--- src/rtl/ebpc_pkg.sv ---
// Shared types and constants for the EBPC encoder output path.
// The arbiter FSM encoding and source tag values live here so the bench can decode them.
package ebpc_pkg;

    localparam int DATA_W = 8;

    typedef enum logic [1:0] {
        ARB_IDLE,
        ARB_SERVE_ZNZ,
        ARB_SERVE_BPC
    } arb_state_t;

    localparam logic SRC_ZNZ = 1'b0;
    localparam logic SRC_BPC = 1'b1;

endpackage

--- src/rtl/ebpc_out_arbiter_if.sv ---
// Bundle of the two encoder streams and the merged tagged output of ebpc_out_arbiter.
// Every channel uses valid/ready: a word moves on a rising edge with vld && rdy; the sender holds data and vld stable until then.
interface ebpc_out_arbiter_if #(
    parameter int DATA_W = ebpc_pkg::DATA_W
) ();

    logic [DATA_W-1:0] znz_data_i;
    logic              znz_vld_i;
    logic              znz_rdy_o;
    logic [DATA_W-1:0] bpc_data_i;
    logic              bpc_vld_i;
    logic              bpc_rdy_o;
    logic [DATA_W-1:0] data_o;
    logic              src_o;
    logic              vld_o;
    logic              rdy_i;

    // master: encoder streams plus the downstream sink; slave: the arbiter itself
    modport master (
        output znz_data_i, znz_vld_i, input znz_rdy_o,
        output bpc_data_i, bpc_vld_i, input bpc_rdy_o,
        input  data_o, src_o, vld_o, output rdy_i
    );

    modport slave (
        input  znz_data_i, znz_vld_i, output znz_rdy_o,
        input  bpc_data_i, bpc_vld_i, output bpc_rdy_o,
        output data_o, src_o, vld_o, input rdy_i
    );

endinterface

--- src/rtl/ebpc_out_reg.sv ---
// Single-entry valid/ready register slice carrying the tagged output word.
// It loads whenever it is empty or being drained, so it sustains one word per cycle.
module ebpc_out_reg #(
    parameter int WIDTH = ebpc_pkg::DATA_W + 1
) (
    input  logic             clk_i,
    input  logic             rst_i,
    input  logic [WIDTH-1:0] in_data_i,
    input  logic             in_vld_i,
    output logic             in_rdy_o,
    output logic [WIDTH-1:0] out_data_o,
    output logic             out_vld_o,
    input  logic             out_rdy_i
);

    logic can_load;

    assign can_load = !out_vld_o || out_rdy_i;
    assign in_rdy_o = can_load;

    always_ff @(posedge clk_i) begin
        if (rst_i) begin
            out_vld_o  <= 1'b0;
            out_data_o <= '0;
        end else if (can_load) begin
            out_vld_o <= in_vld_i;
            // data is only captured with a valid word so an idle slot keeps the last value
            if (in_vld_i) begin
                out_data_o <= in_data_i;
            end
        end
    end

endmodule

--- src/rtl/ebpc_out_arbiter.sv ---
// Round-robin burst arbiter merging the ZNZ and BPC encoder streams onto one tagged output,
// with per-source counters of words accepted downstream.
module ebpc_out_arbiter #(
    parameter int DATA_W    = ebpc_pkg::DATA_W,
    parameter int BURST_LEN = 8,
    parameter int CNT_W     = 32
) (
    input  logic                 clk_i,
    input  logic                 rst_i,
    input  logic                 clear_i,
    ebpc_out_arbiter_if.slave    bus,
    output logic [CNT_W-1:0]     znz_cnt_o,
    output logic [CNT_W-1:0]     bpc_cnt_o,
    output ebpc_pkg::arb_state_t dbg_state_o,
    output logic                 dbg_prio_o
);

    import ebpc_pkg::*;

    localparam int BEAT_W = (BURST_LEN > 1) ? $clog2(BURST_LEN) : 1;
    localparam logic [BEAT_W-1:0] BEAT_LAST = BEAT_W'(BURST_LEN - 1);

    if (BURST_LEN < 1 || BURST_LEN > 256) begin : g_bad_burst_len
        $error("ebpc_out_arbiter: BURST_LEN must be in 1..256");
    end

    arb_state_t        state_q, state_n;
    logic              prio_q, prio_n;
    logic [BEAT_W-1:0] beat_q, beat_n;

    logic              can_load;
    logic              slot_vld;
    logic [DATA_W:0]   slot_data;
    logic [DATA_W:0]   out_word;
    logic              src_xfer;
    logic              out_xfer;

    always_ff @(posedge clk_i) begin
        if (rst_i) begin
            state_q <= ARB_IDLE;
            prio_q  <= SRC_ZNZ;
            beat_q  <= '0;
        end else begin
            state_q <= state_n;
            prio_q  <= prio_n;
            beat_q  <= beat_n;
        end
    end

    // A burst ends on its last beat or when the granted source runs dry; either way priority flips.
    always_comb begin
        state_n = state_q;
        prio_n  = prio_q;
        beat_n  = beat_q;
        case (state_q)
            ARB_IDLE: begin
                if (bus.znz_vld_i && bus.bpc_vld_i) begin
                    state_n = (prio_q == SRC_BPC) ? ARB_SERVE_BPC : ARB_SERVE_ZNZ;
                end else if (bus.znz_vld_i) begin
                    state_n = ARB_SERVE_ZNZ;
                end else if (bus.bpc_vld_i) begin
                    state_n = ARB_SERVE_BPC;
                end
            end
            ARB_SERVE_ZNZ: begin
                if (!bus.znz_vld_i) begin
                    state_n = ARB_IDLE;
                    prio_n  = SRC_BPC;
                    beat_n  = '0;
                end else if (src_xfer) begin
                    if (beat_q == BEAT_LAST) begin
                        beat_n  = '0;
                        prio_n  = SRC_BPC;
                        state_n = bus.bpc_vld_i ? ARB_SERVE_BPC : ARB_IDLE;
                    end else begin
                        beat_n = beat_q + 1'b1;
                    end
                end
            end
            ARB_SERVE_BPC: begin
                if (!bus.bpc_vld_i) begin
                    state_n = ARB_IDLE;
                    prio_n  = SRC_ZNZ;
                    beat_n  = '0;
                end else if (src_xfer) begin
                    if (beat_q == BEAT_LAST) begin
                        beat_n  = '0;
                        prio_n  = SRC_ZNZ;
                        state_n = bus.znz_vld_i ? ARB_SERVE_ZNZ : ARB_IDLE;
                    end else begin
                        beat_n = beat_q + 1'b1;
                    end
                end
            end
            default: begin
                state_n = ARB_IDLE;
                beat_n  = '0;
            end
        endcase
    end

    // Source ready depends only on the grant and the slice, never on the source's own valid.
    always_comb begin
        bus.znz_rdy_o = 1'b0;
        bus.bpc_rdy_o = 1'b0;
        slot_vld      = 1'b0;
        slot_data     = {SRC_ZNZ, bus.znz_data_i};
        case (state_q)
            ARB_SERVE_ZNZ: begin
                bus.znz_rdy_o = can_load;
                slot_vld      = bus.znz_vld_i;
            end
            ARB_SERVE_BPC: begin
                bus.bpc_rdy_o = can_load;
                slot_vld      = bus.bpc_vld_i;
                slot_data     = {SRC_BPC, bus.bpc_data_i};
            end
            default: begin
                slot_vld = 1'b0;
            end
        endcase
    end

    assign src_xfer = slot_vld && can_load;

    ebpc_out_reg #(
        .WIDTH (DATA_W + 1)
    ) u_out_reg (
        .clk_i      (clk_i),
        .rst_i      (rst_i),
        .in_data_i  (slot_data),
        .in_vld_i   (slot_vld),
        .in_rdy_o   (can_load),
        .out_data_o (out_word),
        .out_vld_o  (bus.vld_o),
        .out_rdy_i  (bus.rdy_i)
    );

    assign bus.data_o = out_word[DATA_W-1:0];
    assign bus.src_o  = out_word[DATA_W];
    assign out_xfer   = bus.vld_o && bus.rdy_i;

    // A clear that lands on a transfer still counts that word for its source.
    always_ff @(posedge clk_i) begin
        if (rst_i) begin
            znz_cnt_o <= '0;
            bpc_cnt_o <= '0;
        end else if (clear_i) begin
            znz_cnt_o <= CNT_W'(out_xfer && (bus.src_o == SRC_ZNZ));
            bpc_cnt_o <= CNT_W'(out_xfer && (bus.src_o == SRC_BPC));
        end else if (out_xfer) begin
            if (bus.src_o == SRC_BPC) begin
                bpc_cnt_o <= bpc_cnt_o + 1'b1;
            end else begin
                znz_cnt_o <= znz_cnt_o + 1'b1;
            end
        end
    end

    assign dbg_state_o = state_q;
    assign dbg_prio_o  = prio_q;

endmodule

--- src/flat_wrapper.sv ---
// flat-port wrapper written by rule: the top's interface ports become plain ports
module ebpc_out_arbiter_flat import ebpc_pkg::*;
#(
    parameter int DATA_W    = ebpc_pkg::DATA_W,
    parameter int BURST_LEN = 8,
    parameter int CNT_W     = 32
)
  (clk_i, rst_i, clear_i, znz_cnt_o, bpc_cnt_o, dbg_state_o, dbg_prio_o, bus_znz_data_i, bus_znz_vld_i, bus_znz_rdy_o, bus_bpc_data_i, bus_bpc_vld_i, bus_bpc_rdy_o, bus_data_o, bus_src_o, bus_vld_o, bus_rdy_i);
  ebpc_out_arbiter_if #(.DATA_W(DATA_W)) bus_i ();
  input  logic clk_i;
  input  logic rst_i;
  input  logic clear_i;
  output logic [CNT_W-1:0] znz_cnt_o;
  output logic [CNT_W-1:0] bpc_cnt_o;
  output ebpc_pkg::arb_state_t dbg_state_o;
  output logic dbg_prio_o;
  input wire logic [$bits(bus_i.znz_data_i)-1:0] bus_znz_data_i;
  input wire logic [$bits(bus_i.znz_vld_i)-1:0] bus_znz_vld_i;
  output wire logic [$bits(bus_i.znz_rdy_o)-1:0] bus_znz_rdy_o;
  input wire logic [$bits(bus_i.bpc_data_i)-1:0] bus_bpc_data_i;
  input wire logic [$bits(bus_i.bpc_vld_i)-1:0] bus_bpc_vld_i;
  output wire logic [$bits(bus_i.bpc_rdy_o)-1:0] bus_bpc_rdy_o;
  output wire logic [$bits(bus_i.data_o)-1:0] bus_data_o;
  output wire logic [$bits(bus_i.src_o)-1:0] bus_src_o;
  output wire logic [$bits(bus_i.vld_o)-1:0] bus_vld_o;
  input wire logic [$bits(bus_i.rdy_i)-1:0] bus_rdy_i;
  assign bus_i.znz_data_i = bus_znz_data_i;
  assign bus_i.znz_vld_i = bus_znz_vld_i;
  assign bus_znz_rdy_o = bus_i.znz_rdy_o;
  assign bus_i.bpc_data_i = bus_bpc_data_i;
  assign bus_i.bpc_vld_i = bus_bpc_vld_i;
  assign bus_bpc_rdy_o = bus_i.bpc_rdy_o;
  assign bus_data_o = bus_i.data_o;
  assign bus_src_o = bus_i.src_o;
  assign bus_vld_o = bus_i.vld_o;
  assign bus_i.rdy_i = bus_rdy_i;
  ebpc_out_arbiter #(.DATA_W(DATA_W), .BURST_LEN(BURST_LEN), .CNT_W(CNT_W)) u_core (.clk_i(clk_i), .rst_i(rst_i), .clear_i(clear_i), .bus(bus_i), .znz_cnt_o(znz_cnt_o), .bpc_cnt_o(bpc_cnt_o), .dbg_state_o(dbg_state_o), .dbg_prio_o(dbg_prio_o));
endmodule
--- config.mk ---
export PLATFORM = sky130hd
export DESIGN_NAME = ebpc_out_arbiter_flat
export DESIGN_NICKNAME = d
export VERILOG_FILES = /design/src/rtl/ebpc_pkg.sv /design/src/rtl/ebpc_out_arbiter_if.sv /design/src/rtl/ebpc_out_reg.sv /design/src/rtl/ebpc_out_arbiter.sv /design/src/flat_wrapper.sv
export SDC_FILE = /design/constraint.sdc
export NUM_CORES = 1
export LEC_CHECK = 0
export BUFFER_PORTS_ARGS = -buffer_cell sky130_fd_sc_hd__buf_2
export CORE_ASPECT_RATIO = 1.4
export CORE_UTILIZATION = 53
export CTS_BUF_LIST = sky130_fd_sc_hd__clkbuf_16
export DETAILED_ROUTE_END_ITERATION = 10
export PLACE_DENSITY = 0.86
export SYNTH_ARGS = -nofsm -noshare
export SYNTH_HDL_FRONTEND = slang
export SYNTH_SLANG_ARGS = --single-unit
--- constraint.sdc ---
create_clock -name clk_i -period 2.7 [get_ports clk_i]
set_input_delay 0.135 -clock clk_i [delete_from_list [all_inputs] [get_ports clk_i]]
set_output_delay 0.135 -clock clk_i [all_outputs]
set_load 0.1 [all_outputs]
==> flow_metrics.env <==
export IMPL_status="completed"
export IMPL_power_frac_comb_pct=16.4
export IMPL_fmax_mhz=435
export IMPL_fin_crit_ps=2300
export IMPL_synth_edf_count=0
export IMPL_met2_length_um=5120
export IMPL_wl_met3_um=577
export IMPL_die_y_um=104
export IMPL_die_w_um=75.0
export IMPL_relSlewSlack_pct=52.3
export IMPL_wl_met1_um=3720
export IMPL_worst_ep_arrival_time_ps=2570
export IMPL_rows=36
export IMPL_wl_per_cell_um=14.8
export IMPL_ys_ff_latch=80
export IMPL_grt_pass1_vias=3599
export IMPL_routed_top_layer="met4"
export IMPL_utilization_pct=68.3
export IMPL_drv_slew=0
export IMPL_peakVddDrop_v=0.000608
export IMPL_final_cells=649
export IMPL_syn_mean_instance_area_um2=8.61
export IMPL_setup_worst_path_start_class="register"
export IMPL_gp_congestion=0.783
export IMPL_fillCellCount=581
export IMPL_path_class="register to register"
export IMPL_setup_tns_ps=0
export IMPL_hpwlAfterDp_um=6920
export IMPL_power_leakage_nw=1.82
export IMPL_area_growth_syn_to_layout_pct=22.3
export IMPL_numPortBuffers=100
export IMPL_pwr_share_clk_pct=42.8
export IMPL_drc=0
export IMPL_clk_pin_slew_ps=60
export IMPL_ys_types=49
export IMPL_vias=3931
export IMPL_cts_setup_buffers=0
export IMPL_clkLatencyLatePin_ps=330
export IMPL_cts_hold_buf=0
export IMPL_finalNetCount=580
export IMPL_numCtsBuffers=9
export IMPL_seqPwrFrac_pct=40.9
export IMPL_clock_sinks=80
export IMPL_multi_input_area_mm2=0.00221
export IMPL_antenna_found_initial=0
export IMPL_grt_use_total_pct=26.0
export IMPL_hold_class="input port to register"
export IMPL_p_switching_w=0.000876
export IMPL_critical_path_required_ps=2970
export IMPL_detail_route_antenna_nets=0
export IMPL_p_sw_share_pct=29.1
export IMPL_initial_core_util_pct=55.9
export IMPL_dp_cells=633
export IMPL_yosysSeqAreaShare_pct=40.5
export IMPL_cts_root_buf="clkbuf_16"
export IMPL_synthesis_area_mm2=0.00395
export IMPL_pin_count=101
export IMPL_clockBufferDepth=2
export IMPL_vias_per_cell=6.06
export IMPL_num_antenna_cells=0
export IMPL_powerDensity_mw_per_mm2=623
export IMPL_cap_violations=0
export IMPL_yosysWarnings=0
export IMPL_critPathCaptureType="register"
export IMPL_cts_tree="done"
export IMPL_crit_fanout=21
export IMPL_worst_clock_skew_ps=6.89
export IMPL_drt_iter0_markers=185
export IMPL_grt_pass1_wl_um=16000
export IMPL_synth_nets=490
export IMPL_first_pass_iters=7
export IMPL_tightest_slew_ps=716
export IMPL_p_int_w=0.00213
export IMPL_synthFlopType="dfxtp_1"
export IMPL_period_share_pct=85.2
export IMPL_rsz0062_at_grt="false"
export IMPL_gr_total_overflow=0
export IMPL_core_area_mm2=0.00707
export IMPL_grt_max_degree=37
export IMPL_seq_area_mm2=0.00160
export IMPL_drive_gt1_share_pct=23.1
export IMPL_die_area_mm2=0.00781
export IMPL_synth_async_sr_flop_share_pct=0
export IMPL_cts_resized_gates=0
export IMPL_routed_wl_um=9640
export IMPL_finalSetupViolCount=0
export IMPL_htreeDepth=3
export IMPL_synthesis_instances=459
export IMPL_finalHoldViolations=0
-- worst paths after layout --
path | start | depth (start not counted) | slack, ps | endpoint
worst min-delay path | bus_znz_data_i[4] | 3 | 140 | u_core.u_out_reg.out_data_o[4]
worst max register to register | u_core.znz_cnt_o[4] | 4 | 400 | u_core.znz_cnt_o[31]
worst max-delay path | u_core.znz_cnt_o[4] | 4 | 400 | u_core.znz_cnt_o[31]
worst min register to register | u_core.znz_cnt_o[17] | 2 | 480 | u_core.znz_cnt_o[17]
-- cell usage after synthesis, drive strengths merged (3+ instances only) --
library cell	instances	area, um2
a211oi	9	67.6
mux2i	14	140
and4	12	105
or4	29	218
ha	9	113
clkbuf	20	75.1
nand2	30	113
or3	11	68.8
and3	3	18.8
a21oi	43	215
xor2	5	43.8
xnor2	15	131
nand3	25	125
o21ai	9	45.0
nand4	17	106
nor2	36	135
nor4	8	56.3
buf	6	26.3
dfxtp	80	1600
o31ai	27	203
inv	11	41.3
nor3	9	45.0
-- area by class of cell --
class / instances / share of cell area, %
clock inverter: 7 / 1.99
timing repair buffer: 105 / 11.1
sequential: 80 / 33.2
inverter: 11 / 0.855
clock buffer: 9 / 4.66
tap: 95 / 2.46
multi-input combinational: 342 / 45.7
-- state kept, by name, summed over array words and instances, names as in the netlist --
name and cells:
u_core.beat_q 3, u_core.dbg_state_o 2, u_core.bpc_cnt_o 32, u_core.u_out_reg.out_vld_o 1, u_core.znz_cnt_o 32, u_core.u_out_reg.out_data_o 9, u_core.dbg_prio_o 1
-- per-stage QoR --
step                worst slack [ps]  power, W  area, um2  hold slack (ps)
finish                           400   0.00301       4830              139
global route                     236   0.00312       4830              150
CTS                              408   0.00303       4830              130
detailed placement               442   0.00175       4510              467
global placement                 523   0.00174       4510              454
floorplan                       20.5   0.00166       3950              314
-- cell usage in the layout, fill, tap and decap left out, types with 2 or more instances in the layout --
cell / Yosys / layout
a211oi_1: 9 / 9
nor2b_1: 2 / 2
and2_1: 2 / 2
nor4_1: 7 / 7
or3_1: 11 / 11
xor2_1: 5 / 5
and3_1: 3 / 3
nor3_1: 9 / 9
clkinv_4: 0 / 2
nand4_1: 17 / 17
a22oi_1: 2 / 2
a21o_1: 2 / 2
bufinv_16: 0 / 2
dfxtp_1: 80 / 78
clkbuf_16: 0 / 9
clkinvlp_4: 0 / 2
nand2_1: 30 / 30
and4_1: 12 / 12
ha_1: 9 / 9
buf_2: 3 / 100
buf_4: 0 / 5
or4_1: 29 / 29
nor2_1: 36 / 36
o21ai_0: 9 / 9
a22o_1: 2 / 2
xnor2_1: 15 / 15
o31ai_1: 27 / 27
dfxtp_2: 0 / 2
inv_1: 11 / 11
a31oi_1: 2 / 2
nand3_1: 25 / 25
mux2i_1: 14 / 14
a21oi_1: 43 / 43
-- kinds of logic (layout without fill, tap and decap cells) --
kind of cell               Yosys count  count (layout)  share of synthesized area, %
and+or+nand+nor                    195             195                          28.2
DFF                                 80              80                          40.5
adders and majority gates            9               9                          2.85
buffers and inverters               37             132                          3.61
muxes                               14              14                          3.55
xor gates and xnor gates            20              20                          4.43
AOI/OAI and AO/OA                  104             104                          16.8
-- power by group through the flow --
stage	Sequential, W	Combinational (W)	Clock, W
global placement	0.00125	0.000483	0
finish	0.00123	0.000492	0.00129
detailed placement	0.00126	0.000491	0
floorplan	0.00144	0.000218	0
global route	0.00123	0.000524	0.00136
CTS	0.00123	0.000492	0.00131
-- worst max-delay path, stage by stage, from the launching register on --
cell	delay (ps)
dfxtp_1	420
nand4_1	240
or4_1	850
or4_1	570
a21oi_1	140
-- routing by layer --
layer	track usage [%]	up-vias
met1	29.1	1871
met4	12.5	0
met3	6.30	18
met5	0	-
li1	-	1925
met2	44.5	117
Note: power is estimated with default switching activity, not from simulation.
